$ cat config.mk
export PLATFORM = sky130hd
export DESIGN_NAME = instruction_fetch_sequencer
export DESIGN_NICKNAME = d
export VERILOG_FILES = /design/src/rtl/fetch_pkg.sv /design/src/rtl/fetch_timeout_ctr.sv /design/src/rtl/instruction_fetch_sequencer.sv
export SDC_FILE = /design/constraint.sdc
export NUM_CORES = 1
export LEC_CHECK = 0
export CELL_PAD_IN_SITES_DETAIL_PLACEMENT = 1
export CELL_PAD_IN_SITES_GLOBAL_PLACEMENT = 1
export CORE_ASPECT_RATIO = 1.25
export CORE_MARGIN = 5
export CORE_UTILIZATION = 38
export CTS_CLUSTER_SIZE = 30
export DETAILED_ROUTE_END_ITERATION = 8
export DONT_BUFFER_PORTS = 1
export PLACE_DENSITY_LB_ADDON = 0.2
export SLEW_MARGIN = 25
export SYNTH_ARGS = -nofsm -noshare
export SYNTH_HDL_FRONTEND = slang
export SYNTH_SLANG_ARGS = --single-unit
$ cat constraint.sdc
create_clock -name Clock -period 1.21 [get_ports Clock]
set_input_delay 0.242 -clock Clock [delete_from_list [all_inputs] [get_ports Clock]]
set_output_delay 0.242 -clock Clock [all_outputs]
set_load 0.03 [all_outputs]
$ cat src/rtl/fetch_pkg.sv
// fetch_pkg: shared state encoding and Register16bit FunSel codes
package fetch_pkg;
   typedef enum logic [2:0] {IDLE, RD_FIRST, RD_SECOND, LOAD, ERR} state_t;
   localparam logic [1:0] FS_DEC  = 2'b00;
   localparam logic [1:0] FS_INC  = 2'b01;
   localparam logic [1:0] FS_LOAD = 2'b10;
   localparam logic [1:0] FS_CLR  = 2'b11;
endpackage

$ cat src/rtl/fetch_timeout_ctr.sv
// fetch_timeout_ctr: counts unacknowledged read cycles and flags the cycle that reaches the limit
module fetch_timeout_ctr #(
   parameter int TIMEOUT = 15
) (
   input  logic Clock,
   input  logic Reset,
   input  logic clr,
   input  logic inc,
   output logic expired
);
   localparam int W = $clog2(TIMEOUT + 1);
   logic [W-1:0] cnt;
   // wait counter, saturating so it can never wrap back below the limit
   always_ff @(posedge Clock)
      if (Reset || clr) cnt <= '0;
      else if (inc && cnt != W'(TIMEOUT)) cnt <= cnt + 1'b1;
   // the increment in this cycle is the one that brings the count to TIMEOUT
   assign expired = inc && (cnt == W'(TIMEOUT - 1));
endmodule

$ cat src/rtl/instruction_fetch_sequencer.sv
// instruction_fetch_sequencer: two byte reads at PC, PC increment per byte, one IR load
module instruction_fetch_sequencer
   import fetch_pkg::*;
#(
   parameter int TIMEOUT       = 15,
   parameter bit LITTLE_ENDIAN = 1'b1
) (
   input  logic        Clock,
   input  logic        Reset,
   input  logic        Start,
   input  logic [15:0] PC,
   output logic [15:0] MemAddr,
   output logic        MemRd,
   input  logic        MemAck,
   input  logic [7:0]  MemData,
   output logic        PCE,
   output logic [1:0]  PCFunSel,
   output logic        IRE,
   output logic [1:0]  IRFunSel,
   output logic [15:0] IRData,
   output logic        Busy,
   output logic        Done,
   output logic        Err
);
   state_t      state, state_nxt;
   logic [7:0]  buf0;
   logic [15:0] word;
   logic        rd, expired;
   assign rd = (state == RD_FIRST) || (state == RD_SECOND);
   fetch_timeout_ctr #(.TIMEOUT(TIMEOUT)) u_ctr (
      .Clock   (Clock),
      .Reset   (Reset),
      .clr     (!rd || MemAck),
      .inc     (rd && !MemAck),
      .expired (expired)
   );
   // state register
   always_ff @(posedge Clock)
      state <= Reset ? IDLE : state_nxt;
   // byte capture; the word is assembled on the second byte so IRData keeps the last complete fetch
   always_ff @(posedge Clock)
      if (Reset) begin
         buf0 <= '0;
         word <= '0;
      end else if (state == RD_FIRST && MemAck) begin
         buf0 <= MemData;
      end else if (state == RD_SECOND && MemAck) begin
         word <= LITTLE_ENDIAN ? {MemData, buf0} : {buf0, MemData};
      end
   // next state and outputs; an acknowledge wins over a simultaneous timeout
   always_comb begin
      state_nxt = state;
      case (state)
         IDLE:      state_nxt = Start ? RD_FIRST : IDLE;
         RD_FIRST:  state_nxt = MemAck ? RD_SECOND : (expired ? ERR : RD_FIRST);
         RD_SECOND: state_nxt = MemAck ? LOAD : (expired ? ERR : RD_SECOND);
         default:   state_nxt = IDLE;
      endcase
      MemRd    = rd;
      MemAddr  = rd ? PC : 16'h0000;
      PCE      = rd && MemAck;
      PCFunSel = PCE ? FS_INC : FS_DEC;
      IRE      = state == LOAD;
      IRFunSel = IRE ? FS_LOAD : FS_DEC;
      IRData   = word;
      Busy     = state != IDLE;
      Done     = state == LOAD;
      Err      = state == ERR;
   end
endmodule

==> results_tabular.tex, run 1 <==
\begin{tabular}{lr}
\hline
Metric & Value \\
\hline
\multicolumn{2}{l}{\textbf{Status}} \\
\quad Result of the run & finished, violations left \\
\quad Violated checks & negative setup slack \\
\multicolumn{2}{l}{\textbf{STA}} \\
\quad Max Fclk & 635 MHz \\
\quad Sum of negative setup slack & -13.10 ns \\
\quad Time the final worst path needs with I/O delays and setup & 1.58 ns \\
\quad Final hold viol count & 0 \\
\quad Endpoints failing setup & 55 \\
\quad Post-route setup slack & -0.365 ns \\
\quad Final Cycle Share & 1.30 \\
\quad Layout Skew & 0.00697 ns \\
\quad Unrepaired setup endpoints after global routing & true \\
\quad Final Max Slew Viols & 0 \\
\multicolumn{2}{l}{\textbf{Floorplan}} \\
\quad Die outline height & 78.4 microns \\
\quad Die ar. & 5070 sq um \\
\quad Width of the die & 64.7 microns \\
\quad Starting utilization of the core area & 0.401 \\
\quad Number of placed I/O pins & 70 \\
\quad Num rows & 24 \\
\quad Core ar. & 3540 sq um \\
\multicolumn{2}{l}{\textbf{Drt}} \\
\quad First DRT Iteration DRCs & 60 \\
\quad Routed Wire Length & 4820 microns \\
\quad Final antenna-violating net count & 0 \\
\quad Number of detailed-routing iterations run before antenna repair & 4 \\
\quad Detail-routed via count per cell & 5.32 \\
\quad Final routed DRC violation total & 0 \\
\quad Total vias in the final route & 1299 \\
\quad Mean routed wirelength per cell & 19.7 microns \\
\multicolumn{2}{l}{\textbf{Power and ir drop}} \\
\quad Cell Pwr Density & 1140 nW/um\^{}2 \\
\quad Leakage & 0.926 nW \\
\quad VDD IR max & 0.520 mV \\
\quad Total power & 0.00253 W \\
\multicolumn{2}{l}{\textbf{Cells and area}} \\
\quad P\&R area growth vs syn & 56.8\% \\
\quad Fraction of final layout cells with drive strength greater than 1 & 0.537 \\
\quad Layout net count & 234 \\
\quad Number of diodes & 0 \\
\quad Util after Layout & 0.629 \\
\quad Final std cell area, no fill & 2230 sq um \\
\multicolumn{2}{l}{\textbf{Global routing}} \\
\quad Pin count of the biggest net entering global routing & 29 \\
\quad All-layer global routing usage & 0.177 \\
\quad Initial antenna violation count & 0 \\
\quad Vias in the first global route & 1370 \\
\quad Residual overflow from global routing & 0 \\
\quad Wire length of the first global-routing pass & 6890 microns \\
\multicolumn{2}{l}{\textbf{Clocking}} \\
\quad TritonCTS clock tree & yes \\
\quad Number of sinks driven by the clock tree & 31 \\
\quad H-Tree Level Count & 2 \\
\quad Maximum root-to-sink buffer count & 2 \\
\quad Clock-pin slew reported for the worst setup and hold paths after clock tree synthesis & 0.07 ns \\
\quad CTS Buf Count & 5 \\
\quad Clock latency reported for the late side of the worst-skew pair & 0.29 ns \\
\quad CTS Root Buffer Type & sky130\_fd\_sc\_hd\_\_clkbuf\_8 \\
\multicolumn{2}{l}{\textbf{Hold path}} \\
\quad Tightest Hold Check Type & input pin to flip-flop \\
\multicolumn{2}{l}{\textbf{Yosys}} \\
\quad Number of flip-flops and latches in the synthesized netlist & 31 \\
\quad Cell types with the largest area share after synthesis & sky130\_fd\_sc\_hd\_\_dfxtp\_1 44\%, sky130\_fd\_sc\_hd\_\_nand2\_1 14\%, sky130\_fd\_sc\_hd\_\_a21oi\_1 8.5\%, sky130\_fd\_sc\_hd\_\_and2\_1 7.0\%, sky130\_fd\_sc\_hd\_\_buf\_4 3.2\% \\
\quad Dominant register cell in the synthesized netlist & sky130\_fd\_sc\_hd\_\_dfxtp\_1 \\
\quad Number of synthesized flops with an enable pin & 0 \\
\quad Count leader, synth & sky130\_fd\_sc\_hd\_\_nand2\_1 \\
\quad Cell taking the most area after synthesis & sky130\_fd\_sc\_hd\_\_dfxtp\_1 \\
\quad Sequential share of the synthesized area & 0.437 \\
\quad Asr flop ratio synth & 0 \\
\quad Syn Area/Cell & 8.02 sq um \\
\quad Yosys warns & 0 \\
\quad Netlist area before placement & 1420 sq um \\
\quad Share of the synthesized area in the top cell type & 0.437 \\
\quad Synthesized netlist cell count & 177 \\
\quad Most frequent cells after synthesis & 52 x sky130\_fd\_sc\_hd\_\_nand2\_1, 31 x sky130\_fd\_sc\_hd\_\_dfxtp\_1, 24 x sky130\_fd\_sc\_hd\_\_a21oi\_1 \\
\quad Distinct cell type count of the synthesized netlist & 29 \\
\multicolumn{2}{l}{\textbf{Placed design}} \\
\quad Number of port buffers & 0 \\
\quad Detailed-placement wirelength estimate & 2750 microns \\
\quad Cell area after placement & 1650 sq um \\
\quad Weighted congestion at the end of routability-driven global placement & 0.739 \\
\multicolumn{2}{l}{\textbf{Critical path}} \\
\quad Start-to-end type of the worst setup path & flip-flop to output pin \\
\quad Worst endpoint data arrival time & 1.33 ns \\
\quad Largest fanout on the critical path & 8 \\
\quad Kind of end point of the critical path & output pin \\
\quad Category of the worst setup path launch point & flip-flop \\
\quad CP Data Required Time & 0.97 ns \\
\multicolumn{2}{l}{\textbf{Job}} \\
\quad Number of max-cap violations & 0 \\
\hline
\end{tabular}
## cell families (layout without fill, tap and decap cells)
family                   Yosys count  count (layout)  synth area share
other                              1               2           0.00264
AND/OR/NAND/NOR                   91              91             0.321
adder cells (fa/ha/maj)            2               2            0.0176
AO/OA/AOI/OAI                     30              30             0.123
buffers and inverters             19              46            0.0784
flip-flops                        31              31             0.437
XOR/XNOR                           2               2            0.0123
multiplexers                       1               1           0.00793
## final timing paths
check,from,to,slack [ns],depth (start not counted)
hold reg to reg,buf0[3],IRData[3],0.46,2
setup / recovery,state[0],MemAddr[0],-0.37,4
hold / removal,Reset,state[0],0.02,1
setup reg to reg,state[0],u_ctr.cnt[1],-0.28,5
## power breakdown
part	leakage, nW	internal (W)	switching, W
clock network	0.0422	0.000403	0.000379
logic	0.631	0.000312	0.000353
registers	0.253	0.00105	0.0000412
## layer usage
metal  wire length [microns]  GRT usage  vias to the layer above  share of wire
li1                        -          -                      630              -
met1                    1640      0.178                      634           0.34
met2                    2860      0.337                       27           0.59
met3                     240     0.0586                        8          0.050
met5                       0          0                        -              0
met4                      80     0.0571                        0          0.017
## critical path: stages, from the launching register on
cell and delay (ns):
sky130_fd_sc_hd__dfxtp_4 0.37, sky130_fd_sc_hd__xnor2_4 0.15, sky130_fd_sc_hd__nor2_4 0.18, sky130_fd_sc_hd__and2_1 0.20
sky130_fd_sc_hd__buf_6 0.15
## sequential cells by signal, summed over array words and instances (netlist names)
signal and cells:
IRData 16, state 3, buf0 8, u_ctr.cnt 4
## through the flow
| stage | hold slack, ns | setup slack [ns] | std cells |
|---|---|---|---|
| floorplan | 0.378 | -0.133 | 178 |
| detailed placement | 0.318 | -0.119 | 220 |
| finish | 0.0157 | -0.365 | 244 |
| global route | -0.00101 | -0.450 | 244 |
| CTS | 0.0121 | -0.323 | 237 |
| global placement | 0.316 | -0.0722 | 220 |
## layout by cell type (no fill, tap or decap), types with 3 or more instances in the layout
| cell | count |
|---|---|
| sky130_fd_sc_hd__and2_4 | 10 |
| sky130_fd_sc_hd__nand2_2 | 4 |
| sky130_fd_sc_hd__clkbuf_8 | 5 |
| sky130_fd_sc_hd__a21oi_2 | 16 |
| sky130_fd_sc_hd__a21oi_1 | 8 |
| sky130_fd_sc_hd__nand3_1 | 3 |
| sky130_fd_sc_hd__nand2_4 | 14 |
| sky130_fd_sc_hd__nand2_1 | 33 |
| sky130_fd_sc_hd__buf_4 | 11 |
| sky130_fd_sc_hd__and2_1 | 6 |
| sky130_fd_sc_hd__buf_12 | 5 |
| sky130_fd_sc_hd__nor2_1 | 4 |
| sky130_fd_sc_hd__buf_6 | 19 |
| sky130_fd_sc_hd__dfxtp_1 | 28 |
## cell type report
| class | count | area (sq um) |
|---|---|---|
| clock buffers | 7 | 76.3 |
| clock inverters | 1 | 5.00 |
| fillers | 379 | 1320 |
| inverters | 1 | 3.75 |
| multi-input cells | 128 | 1030 |
| flip-flops and latches | 31 | 629 |
| well taps | 39 | 48.8 |
| repair buffers | 37 | 434 |
## repair_timing
item,4_1_cts,5_1_grt
gates cloned,1,0
setup endpoints to repair,49,55
buffers inserted,8,6
resized for setup,46,43
hold buffers,0,1
pin swaps,20,24
hold endpoints to repair,0,4
Power figures use the tool's default switching activity.
==> inputs of run 2 (changes only) <==
--- a/config.mk
+++ b/config.mk
@@ -9,11 +9,11 @@
 export CELL_PAD_IN_SITES_GLOBAL_PLACEMENT = 1
 export CORE_ASPECT_RATIO = 1.25
 export CORE_MARGIN = 5
-export CORE_UTILIZATION = 38
-export CTS_CLUSTER_SIZE = 30
+export CORE_UTILIZATION = 42
 export DETAILED_ROUTE_END_ITERATION = 8
 export DONT_BUFFER_PORTS = 1
 export PLACE_DENSITY_LB_ADDON = 0.2
+export SKIP_LAST_GASP = 1
 export SLEW_MARGIN = 25
 export SYNTH_ARGS = -nofsm -noshare
 export SYNTH_HDL_FRONTEND = slang
==> constraint.sdc (replaced) <==
create_clock -name Clock -period 1.5 [get_ports Clock]
set_input_delay 0.3 -clock Clock [delete_from_list [all_inputs] [get_ports Clock]]
set_output_delay 0.3 -clock Clock [all_outputs]
set_load 0.03 [all_outputs]
==> results_tabular.tex, run 2 (synthesis gave the netlist of run 1 again) <==
\begin{tabular}{lr}
\hline
Metric & Value \\
\hline
\multicolumn{2}{l}{\textbf{Status}} \\
\quad Result of the run & finished, violations left \\
\quad Violated checks & negative setup slack \\
\multicolumn{2}{l}{\textbf{Critical path}} \\
\quad Largest fanout on the critical path & 5 (-3) \\
\quad Startpoint of the lowest-slack register-to-register path & state[1] \\
\quad Start-to-end type of the worst setup path & flip-flop to output pin \\
\quad CP Data Required Time & 1.20 ns (+0.23 ns) \\
\quad Worst endpoint data arrival time & 1.32 ns (about the same) \\
\quad Reg-to-reg critical path endpoint & IRData[12] \\
\quad Kind of end point of the critical path & output pin \\
\quad Cell depth of the worst flop-to-flop path & 5 (unchanged) \\
\quad Reg2reg setup slack & 0.14 ns (+0.42 ns) \\
\quad Category of the worst setup path launch point & flip-flop \\
\multicolumn{2}{l}{\textbf{Floorplan}} \\
\quad Die outline height & 75.0 microns (-4.3\%) \\
\quad Core ar. & 3220 sq um (-9.0\%) \\
\quad Die ar. & 4650 sq um (-8.2\%) \\
\quad Num rows & 23 (-4.2\%) \\
\quad Number of placed I/O pins & 70 (unchanged) \\
\quad Width of the die & 62.0 microns (-4.1\%) \\
\quad Starting utilization of the core area & 0.441 (+0.0398) \\
\multicolumn{2}{l}{\textbf{Clocking}} \\
\quad CTS Root Buffer Type & sky130\_fd\_sc\_hd\_\_clkbuf\_8 \\
\quad TritonCTS clock tree & yes \\
\quad H-Tree Level Count & 2 (unchanged) \\
\quad Number of sinks driven by the clock tree & 31 (unchanged) \\
\quad Clock-pin slew reported for the worst setup and hold paths after clock tree synthesis & 0.07 ns (about the same) \\
\quad Clock latency reported for the late side of the worst-skew pair & 0.28 ns (about the same) \\
\quad Maximum root-to-sink buffer count & 2 (unchanged) \\
\quad CTS Buf Count & 5 (unchanged) \\
\multicolumn{2}{l}{\textbf{Hold path}} \\
\quad Number of instances on the worst hold path & 1 (unchanged) \\
\quad Worst hold path endpoint & state[0] \\
\quad Tightest Hold Check Type & input pin to flip-flop \\
\quad Startpoint of the lowest-slack hold path & Reset \\
\multicolumn{2}{l}{\textbf{Cells and area}} \\
\quad Number of diodes & 0 (unchanged) \\
\quad Number of flip-flops in the largest register & 16 (unchanged) \\
\quad P\&R area growth vs syn & 29.4\% \\
\quad Filler cells & 376 (-0.79\%) \\
\quad Fraction of final layout cells with drive strength greater than 1 & 0.328 (-0.209) \\
\quad Footprint of the multi-input gates & 828 sq um (-20\%) \\
\quad Area taken by flip-flops and latches & 629 sq um (unchanged) \\
\quad Most frequent cells in the layout & 51 x sky130\_fd\_sc\_hd\_\_nand2\_1, 28 x sky130\_fd\_sc\_hd\_\_dfxtp\_1, 24 x sky130\_fd\_sc\_hd\_\_a21oi\_1, 16 x sky130\_fd\_sc\_hd\_\_and2\_4, 10 x sky130\_fd\_sc\_hd\_\_buf\_6 \\
\quad Layout net count & 218 (-6.8\%) \\
\quad Leading cell type in the layout, fill and taps excluded & sky130\_fd\_sc\_hd\_\_nand2\_1 \\
\quad Number of non-filler instances in the completed layout & 226 (-7.4\%) \\
\multicolumn{2}{l}{\textbf{Global routing}} \\
\quad Vias in the first global route & 1360 (-0.73\%) \\
\quad All-layer global routing usage & 0.193 (+0.0165) \\
\quad Residual overflow from global routing & 0 (unchanged) \\
\quad Pin count of the biggest net entering global routing & 29 (unchanged) \\
\quad Initial antenna violation count & 0 (unchanged) \\
\quad Wire length of the first global-routing pass & 6600 microns (-4.1\%) \\
\multicolumn{2}{l}{\textbf{STA}} \\
\quad Endpoints failing setup & 23 (-58\%) \\
\quad Final Cycle Share & 1.08 \\
\quad Sum of negative setup slack & -1.70 ns (+11.40 ns) \\
\quad Time the final worst path needs with I/O delays and setup & 1.62 ns \\
\quad Post-route setup slack & -0.118 ns (+0.247 ns) \\
\quad Unrepaired setup endpoints after global routing & true \\
\quad Final hold viol count & 0 (unchanged) \\
\quad Max Fclk & 618 MHz \\
\quad Final Max Slew Viols & 0 (unchanged) \\
\quad Layout Skew & 0.00897 ns (+0.00200 ns) \\
\multicolumn{2}{l}{\textbf{Placed design}} \\
\quad Weighted congestion at the end of routability-driven global placement & 0.735 (-0.64\%) \\
\quad Total instance count after detailed placement & 215 (-2.3\%) \\
\quad Detailed-placement wirelength estimate & 2790 microns (+1.6\%) \\
\quad Number of port buffers & 0 (unchanged) \\
\multicolumn{2}{l}{\textbf{Drt}} \\
\quad Routed Wire Length & 4250 microns (-12\%) \\
\quad Number of detailed-routing iterations run before antenna repair & 3 (-1) \\
\quad Final antenna-violating net count & 0 (unchanged) \\
\quad Total vias in the final route & 1258 (-3.2\%) \\
\quad Mean routed wirelength per cell & 18.8 microns (-4.6\%) \\
\quad Final routed DRC violation total & 0 (unchanged) \\
\quad First DRT Iteration DRCs & 29 (-52\%) \\
\quad Detail-routed via count per cell & 5.57 (+4.6\%) \\
\multicolumn{2}{l}{\textbf{Power and ir drop}} \\
\quad Leakage & 0.667 nW (-28\%) \\
\quad VDD IR max & 0.606 mV (+17\%) \\
\quad Cell Pwr Density & 1170 nW/um\^{}2 (+3.0\%) \\
\multicolumn{2}{l}{\textbf{Job}} \\
\quad Number of max-cap violations & 0 (unchanged) \\
\hline
\end{tabular}
[run 2: how the worst max path moves through the flow]
stage          startpoint           to  slack (ns)  depth (start not counted)
4_1_cts          state[0]  MemAddr[15]       -0.12                          4
3_3_place_gp     state[1]   MemAddr[0]       -0.03                          4
5_1_grt          state[1]   MemAddr[1]       -0.18                          4
6_report         state[1]   MemAddr[2]       -0.12                          4
2_1_floorplan    state[1]  PCFunSel[0]        0.01                          5
3_5_place_dp     state[0]  MemAddr[15]       -0.19                          4
[run 2: final cells by class]
type                    instances  share of cell area
inverters                       1             0.00204
clock buffers                   6              0.0449
repair buffers                 19               0.116
clock inverters                 2              0.0191
flip-flops and latches         31               0.342
well taps                      37              0.0252
multi-input cells             130               0.451
[run 2: critical path: stages (launching register included)]
cell and delay (ns):
sky130_fd_sc_hd__dfxtp_2 0.36, sky130_fd_sc_hd__xnor2_4 0.31, sky130_fd_sc_hd__nor2_4 0.09, sky130_fd_sc_hd__and2_4 0.15, sky130_fd_sc_hd__buf_6 0.13
[run 2: routing by layer]
layer  up-vias  GRT usage  wire (microns)
met4         0     0.0731              66
met1       630      0.198            1460
met2        27      0.356            2520
li1        595          -               -
met3         6     0.0583             201
met5         -          0               0
[run 2: through the flow]
step / hold slack, ns / setup slack, ns / power, W / cell area, sq um / utilization
CTS: 0.0743 / -0.124 / 0.00216 / 1830 / 0.568
global route: 0.0688 / -0.177 / 0.00224 / 1840 / 0.570
floorplan: 0.432 / 0.0135 / 0.00116 / 1450 / -
finish: 0.0876 / -0.118 / 0.00215 / 1840 / 0.570
detailed placement: 0.375 / -0.185 / 0.00122 / 1540 / 0.479
global placement: 0.373 / -0.0340 / 0.00121 / 1540 / 0.479
[run 2: where the power goes]
part           switching, W  total, W  leakage (nW)  internal, W
clock              0.000315  0.000852        0.0612     0.000537
combinational      0.000252  0.000431         0.354     0.000179
sequential        0.0000288  0.000871         0.253     0.000842
[run 2: what timing repair did]
action                                  in CTS  in global routing
resized for setup                           40                  2
hold buffers                                 0                  0
cloned                                       2                  0
pin swaps                                   16                  6
endpoints found under the setup margin      23                 24
setup buffers                                1                  0
==> inputs of run 3 (changes only) <==
--- a/config.mk
+++ b/config.mk
@@ -9,9 +9,8 @@
 export CELL_PAD_IN_SITES_GLOBAL_PLACEMENT = 1
 export CORE_ASPECT_RATIO = 1.25
 export CORE_MARGIN = 5
-export CORE_UTILIZATION = 42
+export CORE_UTILIZATION = 28
 export DETAILED_ROUTE_END_ITERATION = 8
-export DONT_BUFFER_PORTS = 1
 export PLACE_DENSITY_LB_ADDON = 0.2
 export SKIP_LAST_GASP = 1
 export SLEW_MARGIN = 25
==> results_tabular.tex, run 3 (synthesis gave the netlist of run 1 again) <==
\begin{tabular}{lr}
\hline
Metric & Value \\
\hline
\multicolumn{2}{l}{\textbf{Status}} \\
\quad Result of the run & finished, violations left \\
\quad Violated checks & negative setup slack \\
\multicolumn{2}{l}{\textbf{Placed design}} \\
\quad Cell area after placement & 2140 sq um (+38\%) \\
\quad Weighted congestion at the end of routability-driven global placement & 0.738 (+0.39\%) \\
\quad Detailed-placement wirelength estimate & 3230 microns (+16\%) \\
\quad Total instance count after detailed placement & 302 (+40\%) \\
\quad Number of port buffers & 67 (+67) \\
\multicolumn{2}{l}{\textbf{Power and ir drop}} \\
\quad Cell Pwr Density & 930 nW/um\^{}2 (-21\%) \\
\quad VDD IR max & 0.443 mV (-27\%) \\
\quad Leakage & 1.05 nW (+57\%) \\
\quad Total power & 0.00237 W (+10\%) \\
\multicolumn{2}{l}{\textbf{STA}} \\
\quad Max Fclk & 584 MHz (-5.5\%) \\
\quad Endpoints failing setup & 21 (-8.7\%) \\
\quad Final hold viol count & 0 (unchanged) \\
\quad Post-route setup slack & -0.212 ns (-0.0933 ns) \\
\quad Final Cycle Share & 1.14 (+0.0622) \\
\quad Unrepaired setup endpoints after global routing & true \\
\quad Time the final worst path needs with I/O delays and setup & 1.71 ns (+0.0933 ns) \\
\quad Hold WS & 0.454 ns (+0.366 ns) \\
\quad Layout Skew & 0.00373 ns (-0.00524 ns) \\
\quad Final Max Slew Viols & 0 (unchanged) \\
\multicolumn{2}{l}{\textbf{Clocking}} \\
\quad Post-CTS Hold Buffers & 0 (unchanged) \\
\quad Number of sinks driven by the clock tree & 31 (unchanged) \\
\quad Clock latency reported for the late side of the worst-skew pair & 0.28 ns (about the same) \\
\quad Clock-pin slew reported for the worst setup and hold paths after clock tree synthesis & 0.06 ns (about the same) \\
\quad Maximum root-to-sink buffer count & 2 (unchanged) \\
\quad CTS Root Buffer Type & sky130\_fd\_sc\_hd\_\_clkbuf\_8 \\
\quad CTS Buf Count & 5 (unchanged) \\
\quad TritonCTS clock tree & yes \\
\quad H-Tree Level Count & 2 (unchanged) \\
\multicolumn{2}{l}{\textbf{Critical path}} \\
\quad CP Data Required Time & 1.20 ns (about the same) \\
\quad Worst endpoint data arrival time & 1.41 ns (+0.09 ns) \\
\quad Start-to-end type of the worst setup path & flip-flop to output pin \\
\quad Kind of end point of the critical path & output pin \\
\quad Startpoint of the lowest-slack register-to-register path & state[0] \\
\quad Largest fanout on the critical path & 8 (+3) \\
\quad Launch point of the critical path & state[0] \\
\quad Category of the worst setup path launch point & flip-flop \\
\multicolumn{2}{l}{\textbf{Drt}} \\
\quad Final antenna-violating net count & 0 (unchanged) \\
\quad Mean routed wirelength per cell & 14.7 microns (-22\%) \\
\quad Total vias in the final route & 1458 (+16\%) \\
\quad Detail-routed via count per cell & 4.58 (-18\%) \\
\quad Final routed DRC violation total & 0 (unchanged) \\
\quad Routed Wire Length & 4690 microns (+10\%) \\
\quad First DRT Iteration DRCs & 60 (+110\%) \\
\quad Number of detailed-routing iterations run before antenna repair & 4 (+1) \\
\multicolumn{2}{l}{\textbf{Global routing}} \\
\quad Pin count of the biggest net entering global routing & 25 (-14\%) \\
\quad Initial antenna violation count & 0 (unchanged) \\
\quad Residual overflow from global routing & 0 (unchanged) \\
\quad Vias in the first global route & 1481 (+8.9\%) \\
\quad Wire length of the first global-routing pass & 7330 microns (+11\%) \\
\quad All-layer global routing usage & 0.145 (-0.0486) \\
\multicolumn{2}{l}{\textbf{Cells and area}} \\
\quad Util after Layout & 0.510 (-0.0603) \\
\quad Number of diodes & 0 (unchanged) \\
\quad Most frequent cells in the layout & 49 x sky130\_fd\_sc\_hd\_\_nand2\_1, 29 x sky130\_fd\_sc\_hd\_\_dfxtp\_1, 29 x sky130\_fd\_sc\_hd\_\_buf\_6, 26 x sky130\_fd\_sc\_hd\_\_clkdlybuf4s50\_1, 23 x sky130\_fd\_sc\_hd\_\_a21oi\_1 \\
\quad Filler cells & 579 (+54\%) \\
\quad Fraction of final layout cells with drive strength greater than 1 & 0.359 (+0.0313) \\
\quad Footprint of the multi-input gates & 846 sq um (+2.1\%) \\
\quad Area taken by flip-flops and latches & 623 sq um (-0.99\%) \\
\quad Number of flip-flops in the largest register & 16 (unchanged) \\
\quad Layout net count & 285 (+31\%) \\
\quad Final std cell area, no fill & 2550 sq um (+39\%) \\
\quad Number of non-filler instances in the completed layout & 318 (+41\%) \\
\quad P\&R area growth vs syn & 79.8\% \\
\quad Leading cell type in the layout, fill and taps excluded & sky130\_fd\_sc\_hd\_\_nand2\_1 \\
\multicolumn{2}{l}{\textbf{Floorplan}} \\
\quad Starting utilization of the core area & 0.284 (-0.157) \\
\quad Die outline height & 89.6 microns (+19\%) \\
\quad Width of the die & 73.7 microns (+19\%) \\
\quad Number of placed I/O pins & 70 (unchanged) \\
\quad Die ar. & 6610 sq um (+42\%) \\
\quad Num rows & 29 (+26\%) \\
\quad Core ar. & 5010 sq um (+55\%) \\
\multicolumn{2}{l}{\textbf{Hold path}} \\
\quad Startpoint of the lowest-slack hold path & buf0[7] \\
\quad Tightest Hold Check Type & flip-flop to flip-flop \\
\multicolumn{2}{l}{\textbf{Job}} \\
\quad Number of max-cap violations & 0 (unchanged) \\
\hline
\end{tabular}
==> run 3: power by group <==
group	leakage, nW	total [W]	switching (W)	internal [W]
clock	0.0612	0.000850	0.000313	0.000537
combinational	0.737	0.000665	0.000317	0.000348
sequential	0.251	0.000860	0.0000153	0.000844
==> run 3: critical path, cell delays in order, from the launching register on <==
cell and delay, ns:
sky130_fd_sc_hd__dfxtp_2 0.33, sky130_fd_sc_hd__buf_6 0.12, sky130_fd_sc_hd__xnor2_4 0.13, sky130_fd_sc_hd__nor2_4 0.15, sky130_fd_sc_hd__buf_6 0.15, sky130_fd_sc_hd__and2_4 0.14
sky130_fd_sc_hd__buf_6 0.12
==> run 3: routing by layer <==
layer / share of wire / global-route usage / vias up
li1: - / - / 731
met1: 0.39 / 0.165 / 693
met2: 0.56 / 0.269 / 27
met3: 0.037 / 0.0290 / 7
met4: 0.013 / 0.0445 / 0
met5: 0 / 0 / -
==> run 3: final cells by class <==
class                      count  share of cell area
timing repair buffer          88               0.347
tap                           62              0.0304
clock inverter                 2              0.0137
clock buffer                   6              0.0323
multi-input combinational    128               0.331
inverter                       1             0.00147
sequential                    31               0.244
==> run 3: timing repair <==
action,in CTS,in global routing
gates resized for setup,61,27
endpoints found under the setup margin,36,42
gates cloned,2,1
setup buffers,4,1
pin swaps,6,18
==> run 3: path summary, 6_finish.rpt <==
check	to	slack [ns]	cells after the start
worst max-delay path	MemAddr[15]	-0.21	6
worst min-delay path	IRData[7]	0.45	2
worst max register to register	IRData[8]	0.05	7
worst min register to register	IRData[7]	0.45	2
==> run 3: metrics by stage <==
| step | setup slack, ns | TNS, ns |
|---|---|---|
| 6_report | -0.212 | -3.66 |
| 5_1_grt | -0.272 | -5.27 |
| 4_1_cts | -0.258 | -4.56 |
| 3_5_place_dp | -0.252 | -6.85 |
| 3_3_place_gp | -0.222 | -5.66 |
| 2_1_floorplan | 0.0135 | 0 |
